$ cat src/rtl/hazard_stall_ctrl_pkg.sv
// Shared types and constants for the pipeline hazard/stall controller.
// Holds the FSM state type, the x0 register id and wait-counter sizing.
package hazard_stall_ctrl_pkg;

    typedef enum logic [1:0] {
        RUN      = 2'd0,
        MEM_WAIT = 2'd1,
        ERROR    = 2'd2
    } hz_state_t;

    localparam logic [4:0] REG_X0 = 5'd0;

    localparam int HZ_MAX_WAIT_DEF = 16;

    function automatic int hz_wait_w(input int max_wait);
        return $clog2(max_wait) + 1;
    endfunction

endpackage

$ cat src/rtl/hazard_stall_ctrl_sat_counter.sv
// hz_sat_counter: enabled up-counter that sticks at all-ones.
// Ports: clk, rst_n (async low), i_en (count), o_cnt (W-bit value).
module hz_sat_counter
    import hazard_stall_ctrl_pkg::*;
#(
    parameter int W = 32
) (
    input  logic         clk,
    input  logic         rst_n,
    input  logic         i_en,
    output logic [W-1:0] o_cnt
);

    logic [W-1:0] r_cnt;

    always_ff @(posedge clk or negedge rst_n) begin
        if (!rst_n) begin
            r_cnt <= '0;
        end else if (i_en && (r_cnt != '1)) begin
            r_cnt <= r_cnt + W'(1);
        end
    end

    assign o_cnt = r_cnt;

endmodule

$ cat src/rtl/hazard_stall_ctrl.sv
// hazard_stall_ctrl: load-use / branch / dmem-wait hazard control with a
// wait-state watchdog. Inputs: ID sources, EX dest/load flag, branch_taken,
// dmem_req/ready. Outputs: ctrlf, pc_write, ifid_write, ifid_flush,
// pipe_hold, sticky mem_timeout. Macro HAZARD_PERF_CNT_EN adds
// load_stall_cnt, flush_cnt and memwait_cnt (CNT_W bits, saturating).
module hazard_stall_ctrl
    import hazard_stall_ctrl_pkg::*;
#(
    parameter int MAX_WAIT = HZ_MAX_WAIT_DEF,
    parameter int CNT_W    = 32
) (
    input  logic             clk,
    input  logic             rst_n,
    input  logic [4:0]       id_rs1,
    input  logic [4:0]       id_rs2,
    input  logic             id_uses_rs1,
    input  logic             id_uses_rs2,
    input  logic [4:0]       ex_rd,
    input  logic             ex_memread,
    input  logic             branch_taken,
    input  logic             dmem_req,
    input  logic             dmem_ready,
    output logic             ctrlf,
    output logic             pc_write,
    output logic             ifid_write,
    output logic             ifid_flush,
    output logic             pipe_hold,
`ifdef HAZARD_PERF_CNT_EN
    output logic [CNT_W-1:0] load_stall_cnt,
    output logic [CNT_W-1:0] flush_cnt,
    output logic [CNT_W-1:0] memwait_cnt,
`endif
    output logic             mem_timeout
);

    localparam int WAIT_W = hz_wait_w(MAX_WAIT);
    localparam logic [WAIT_W-1:0] LAST_WAIT = WAIT_W'(MAX_WAIT - 1);

    hz_state_t         r_state;
    hz_state_t         w_state_nxt;
    logic [WAIT_W-1:0] r_wait_cnt;
    logic [WAIT_W-1:0] w_wait_nxt;
    logic              r_timeout;
    logic              w_timeout_nxt;

    logic w_mem_stall;
    logic w_load_use;
    logic w_live;
    logic w_sel_mem;
    logic w_sel_br;
    logic w_sel_lu;

    assign w_mem_stall = dmem_req & ~dmem_ready;

    assign w_load_use = ex_memread & (ex_rd != REG_X0) &
                        ((id_uses_rs1 & (id_rs1 == ex_rd)) |
                         (id_uses_rs2 & (id_rs2 == ex_rd)));

    // One-hot pick of the winning hazard; none fire once in ERROR.
    assign w_live    = (r_state != ERROR);
    assign w_sel_mem = w_live & w_mem_stall;
    assign w_sel_br  = w_live & ~w_mem_stall & branch_taken;
    assign w_sel_lu  = w_live & ~w_mem_stall & ~branch_taken & w_load_use;

    always_comb begin
        ctrlf      = 1'b0;
        pc_write   = 1'b1;
        ifid_write = 1'b1;
        ifid_flush = 1'b0;
        pipe_hold  = 1'b0;
        if (!rst_n) begin
            ctrlf      = 1'b1;
            pc_write   = 1'b0;
            ifid_write = 1'b0;
            ifid_flush = 1'b1;
        end else if (!w_live) begin
            ctrlf      = 1'b1;
            pc_write   = 1'b0;
            ifid_write = 1'b0;
            pipe_hold  = 1'b1;
        end else if (w_sel_mem) begin
            pc_write   = 1'b0;
            ifid_write = 1'b0;
            pipe_hold  = 1'b1;
        end else if (w_sel_br) begin
            ctrlf      = 1'b1;
            ifid_flush = 1'b1;
        end else if (w_sel_lu) begin
            ctrlf      = 1'b1;
            pc_write   = 1'b0;
            ifid_write = 1'b0;
        end
    end

    always_comb begin
        w_state_nxt   = r_state;
        w_wait_nxt    = r_wait_cnt;
        w_timeout_nxt = r_timeout;
        unique case (r_state)
            RUN: begin
                if (w_mem_stall) begin
                    w_state_nxt = MEM_WAIT;
                    w_wait_nxt  = WAIT_W'(1);
                end else begin
                    w_wait_nxt  = '0;
                end
            end
            MEM_WAIT: begin
                // Dropping dmem_req also lands here as a completion.
                if (!w_mem_stall) begin
                    w_state_nxt = RUN;
                    w_wait_nxt  = '0;
                end else if (r_wait_cnt == LAST_WAIT) begin
                    w_state_nxt   = ERROR;
                    w_timeout_nxt = 1'b1;
                end else begin
                    w_wait_nxt  = r_wait_cnt + WAIT_W'(1);
                end
            end
            ERROR: begin
                w_state_nxt = ERROR;
            end
            default: begin
                w_state_nxt = RUN;
                w_wait_nxt  = '0;
            end
        endcase
    end

    always_ff @(posedge clk or negedge rst_n) begin
        if (!rst_n) begin
            r_state    <= RUN;
            r_wait_cnt <= '0;
            r_timeout  <= 1'b0;
        end else begin
            r_state    <= w_state_nxt;
            r_wait_cnt <= w_wait_nxt;
            r_timeout  <= w_timeout_nxt;
        end
    end

    assign mem_timeout = r_timeout;

`ifdef HAZARD_PERF_CNT_EN
    hz_sat_counter #(.W(CNT_W)) u_lu_cnt (
        .clk   (clk),
        .rst_n (rst_n),
        .i_en  (w_sel_lu),
        .o_cnt (load_stall_cnt)
    );

    hz_sat_counter #(.W(CNT_W)) u_br_cnt (
        .clk   (clk),
        .rst_n (rst_n),
        .i_en  (w_sel_br),
        .o_cnt (flush_cnt)
    );

    hz_sat_counter #(.W(CNT_W)) u_mw_cnt (
        .clk   (clk),
        .rst_n (rst_n),
        .i_en  (w_sel_mem),
        .o_cnt (memwait_cnt)
    );
`else
    logic [CNT_W-1:0] w_unused_cnt;
    assign w_unused_cnt = '0;
`endif

endmodule

$ cat config.mk
export PLATFORM = sky130hd
export DESIGN_NAME = hazard_stall_ctrl
export DESIGN_NICKNAME = d
export VERILOG_FILES = /design/src/rtl/hazard_stall_ctrl_pkg.sv /design/src/rtl/hazard_stall_ctrl_sat_counter.sv /design/src/rtl/hazard_stall_ctrl.sv
export SDC_FILE = /design/constraint.sdc
export NUM_CORES = 1
export LEC_CHECK = 0
export ABC_AREA = 1
export CORE_ASPECT_RATIO = 1.25
export CORE_MARGIN = 8
export CORE_UTILIZATION = 35
export DETAILED_ROUTE_END_ITERATION = 12
export PLACE_DENSITY_LB_ADDON = 0.1
export SYNTH_ARGS = -nofsm -noshare
export SYNTH_HDL_FRONTEND = slang
export SYNTH_SLANG_ARGS = --single-unit
$ cat constraint.sdc
create_clock -name clk -period 2.3 [get_ports clk]
set_input_delay 0.23 -clock clk [delete_from_list [all_inputs] [get_ports clk]]
set_output_delay 0.23 -clock clk [all_outputs]
set_load 0.1 [all_outputs]
==> results_tabular.tex <==
\begin{tabular}{lr}
\hline
Metric & Value \\
\hline
\multicolumn{2}{l}{\textbf{Logic synthesis}} \\
Synthesized cell area & 709 sq um \\
Mean Syn Cell Area & 6.12 sq um \\
Synth Warn \# & 0 \\
EDFF count, synth & 0 \\
Count of mapped cells out of synthesis & 116 \\
Net count after synthesis & 141 \\
Proportion of synthesized chip area in sequential cells & 28.2\% \\
Post-synth ARST share & 100\% \\
Cell variety after synth & 22 \\
Flop and latch count out of synthesis & 8 \\
Dominant register cell in the synthesized netlist & sky130\_fd\_sc\_hd\_\_dfrtp\_1 \\
\multicolumn{2}{l}{\textbf{CTS}} \\
Clock tree root driver cell & sky130\_fd\_sc\_hd\_\_clkbuf\_4 \\
CTS clk-pin slew, worst paths & 50 ps \\
Clock sink total & 8 \\
Number of buffers inserted by post-CTS setup repair & 0 \\
Maximum number of buffers from clock root to sink & 2 \\
Hold buffer count at cts & 0 \\
Clock tree from TritonCTS & built \\
Number of clock buffers inserted by TritonCTS & 3 \\
Count of H-tree levels built during CTS & 1 \\
Clk\_lat worst skew & 250 ps \\
Post-cts resize count & 0 \\
\multicolumn{2}{l}{\textbf{Floorplan}} \\
Die boundary width & 56.3 um \\
Starting Density & 36.6\% \\
Number of rows in the core area & 18 \\
Core Footprint & 0.00194 sq mm \\
Overall die area & 0.00373 sq mm \\
Floorplan die height & 66.3 um \\
IO Count & 29 \\
\multicolumn{2}{l}{\textbf{Drt}} \\
Number of DRC violations after detailed routing & 0 \\
Vias per inst & 4.54 \\
Length of the first detailed-routing pass in iterations & 4 \\
Total length of routed wires & 1.62 mm \\
Drt wl/cell & 9.69 um \\
Number of nets still failing antenna checks after routing & 0 \\
Number of vias in the routed layout & 759 \\
Number of design-rule violations left by the first detailed-router iteration & 21 \\
\multicolumn{2}{l}{\textbf{Worst setup path}} \\
Worst-path maximum fanout & 4 \\
Kind of critical path & in -> out \\
Max stage delay on crit path & 520 ps \\
Cell chain of the critical path & clkdlybuf4s50\_1 > inv\_1 > nand2\_1 > nand2\_1 > nor2\_1 > nand3\_1 > nand2\_1 > nand2\_1 > nand2\_1 > nand2\_1 > nand2\_1 > buf\_12 \\
Kind of cell adding the most delay to the critical path & buffers and inverters \\
Data arrival time of the worst path & 1660 ps \\
Total buffers and inverters traversed by the critical path & 3 \\
Crit-path slowest cell & sky130\_fd\_sc\_hd\_\_clkdlybuf4s50\_1 \\
Critical Path Sink Type & output port \\
Cell with the most instances on the worst path & sky130\_fd\_sc\_hd\_\_nand2\_1 \\
Element type at the critical path start & input port \\
Worst path required time & 2070 ps \\
\multicolumn{2}{l}{\textbf{Timing}} \\
Rel. slew slack & 81.6\% \\
Actual transition at the worst max-transition pin & 278 ps \\
Period minus WS final & 1890 ps \\
Unrepaired setup endpoints after global routing & no \\
Number of setup violations in the final report & 0 \\
Worst hold margin & 368 ps \\
Hold Fails Final Rpt & 0 \\
Final TNS setup & 0 ps \\
Final period utilization & 82.1\% \\
Fmax achieved & 0.529 GHz \\
Final Max Slew Viols & 0 \\
Worst setup skew after layout & 0.339 ps \\
\multicolumn{2}{l}{\textbf{Global route}} \\
Largest net degree at the start of global routing & 9 \\
Number of antenna violations at the first check in global routing & 0 \\
Vias in the first global route & 793 \\
Global-route total usage across every layer & 9.15\% \\
Global-route wire length before repair & 2.93 mm \\
Global route total overflow & 0 \\
\multicolumn{2}{l}{\textbf{Pwr}} \\
Pleak & 0.000586 uW \\
Pwr/cell area & 377 mW/mm\^{}2 \\
Highest ir drop seen on vdd & 230 uV \\
Total power & 408 uW \\
\multicolumn{2}{l}{\textbf{Placement}} \\
RD Place Congestion & 0.771 \\
Dpl hpwl & 1.49 mm \\
Instance count after placement with tap cells included & 164 \\
IO Port Bufs & 28 \\
\multicolumn{2}{l}{\textbf{Final layout}} \\
Number of antenna cells inserted & 0 \\
Final standard cell count with taps included and fillers excluded & 167 \\
Share of post-route cells with drive strength above 1 & 12.9\% \\
Leading cell type in the layout, fill and taps excluded & sky130\_fd\_sc\_hd\_\_nand2\_1 \\
Commonest cells after routing, fill and taps aside & sky130\_fd\_sc\_hd\_\_nand2\_1, sky130\_fd\_sc\_hd\_\_inv\_1, sky130\_fd\_sc\_hd\_\_clkdlybuf4s50\_1 \\
Relative area change from synthesis to final layout & 52.9\% \\
Final net count & 174 \\
\multicolumn{2}{l}{\textbf{Job}} \\
Max-cap violations & 0 \\
\multicolumn{2}{l}{\textbf{Outcome}} \\
Status & finished, final reports clean \\
\multicolumn{2}{l}{\textbf{Min path}} \\
Worst min-delay path category & in -> async \\
\hline
\end{tabular}
[state kept, by name, summed over array words and instances (netlist names)]
signal / count
mem_timeout: 1
r_state: 2
r_wait_cnt: 5
[report_power, final]
group | switching [uW] | internal [uW] | leakage (uW)
Sequential | 2.45 | 143 | 0.000104
Combinational | 86.8 | 71.3 | 0.000468
Clock | 45.4 | 59.6 | 0.0000138
[layout make-up]
| type | instances | area [sq um] |
|---|---|---|
| Fill cell | 210 | 852 |
| Multi-Input combinational cell | 78 | 390 |
| Timing Repair Buffer | 29 | 335 |
| Sequential cell | 8 | 200 |
| Inverter | 29 | 111 |
| Tap cell | 20 | 25.0 |
| Clock buffer | 3 | 22.5 |
[cell usage after synthesis, drive strengths merged, types with 2 or more instances]
| library cell | instances | area [sq um] |
|---|---|---|
| nand2 | 44 | 194 |
| inv | 29 | 111 |
| nor2 | 14 | 60.1 |
| dfrtp | 8 | 200 |
| o21ai | 6 | 33.8 |
| nand3 | 5 | 25.0 |
| ha | 2 | 25.0 |
| nor3 | 2 | 10.0 |
[worst register-to-register path: cells and delay by family, from the launching register on]
family / cells / cell delay [ps]
compound gates: 2 / 110
simple gates: 4 / 430
buf+inv: 1 / 50
flops: 1 / 380
fa+ha+maj: 2 / 460
[per-layer routing]
metal / track usage [%] / part of all wire (%) / up-vias
li1: - / - / 409
met1: 9.30 / 41 / 332
met2: 18.1 / 54 / 18
met3: 2.50 / 4.8 / 0
met4: 1.81 / 0 / 0
met5: 0 / 0 / -
[worst paths after layout]
| kind | from | end | slack, ps | cells after the start |
|---|---|---|---|---|
| worst max register to register | r_wait_cnt[0] | r_wait_cnt[3] | 750 | 9 |
| worst min register to register | r_state[1] | r_state[0] | 450 | 1 |
| min in group clk | r_state[1] | r_state[0] | 450 | 1 |
| worst max-delay path | ex_rd[0] | ctrlf | 410 | 12 |
| worst min-delay path | rst_n | r_state[0] | 370 | 2 |
| max in group asynchronous | rst_n | r_wait_cnt[2] | 1800 | 2 |
[per-stage QoR]
step,utilization (%),area (sq um),setup WS [ps]
2_1_floorplan,-,709,45.7
3_3_place_gp,54.8,1060,395
3_5_place_dp,54.8,1060,405
4_1_cts,56.0,1080,400
5_1_grt,56.0,1080,264
6_report,56.0,1080,411
[cells by family (layout without fill, tap and decap cells)]
| group | count (synthesis) | in the layout | synth area share (%) |
|---|---|---|---|
| fa+ha+maj | 2 | 2 | 3.53 |
| buf+inv | 30 | 61 | 16.8 |
| simple gates | 66 | 66 | 41.6 |
| compound gates | 10 | 10 | 9.88 |
| flops | 8 | 8 | 28.2 |
No activity file was read; power rests on OpenSTA's default activity.
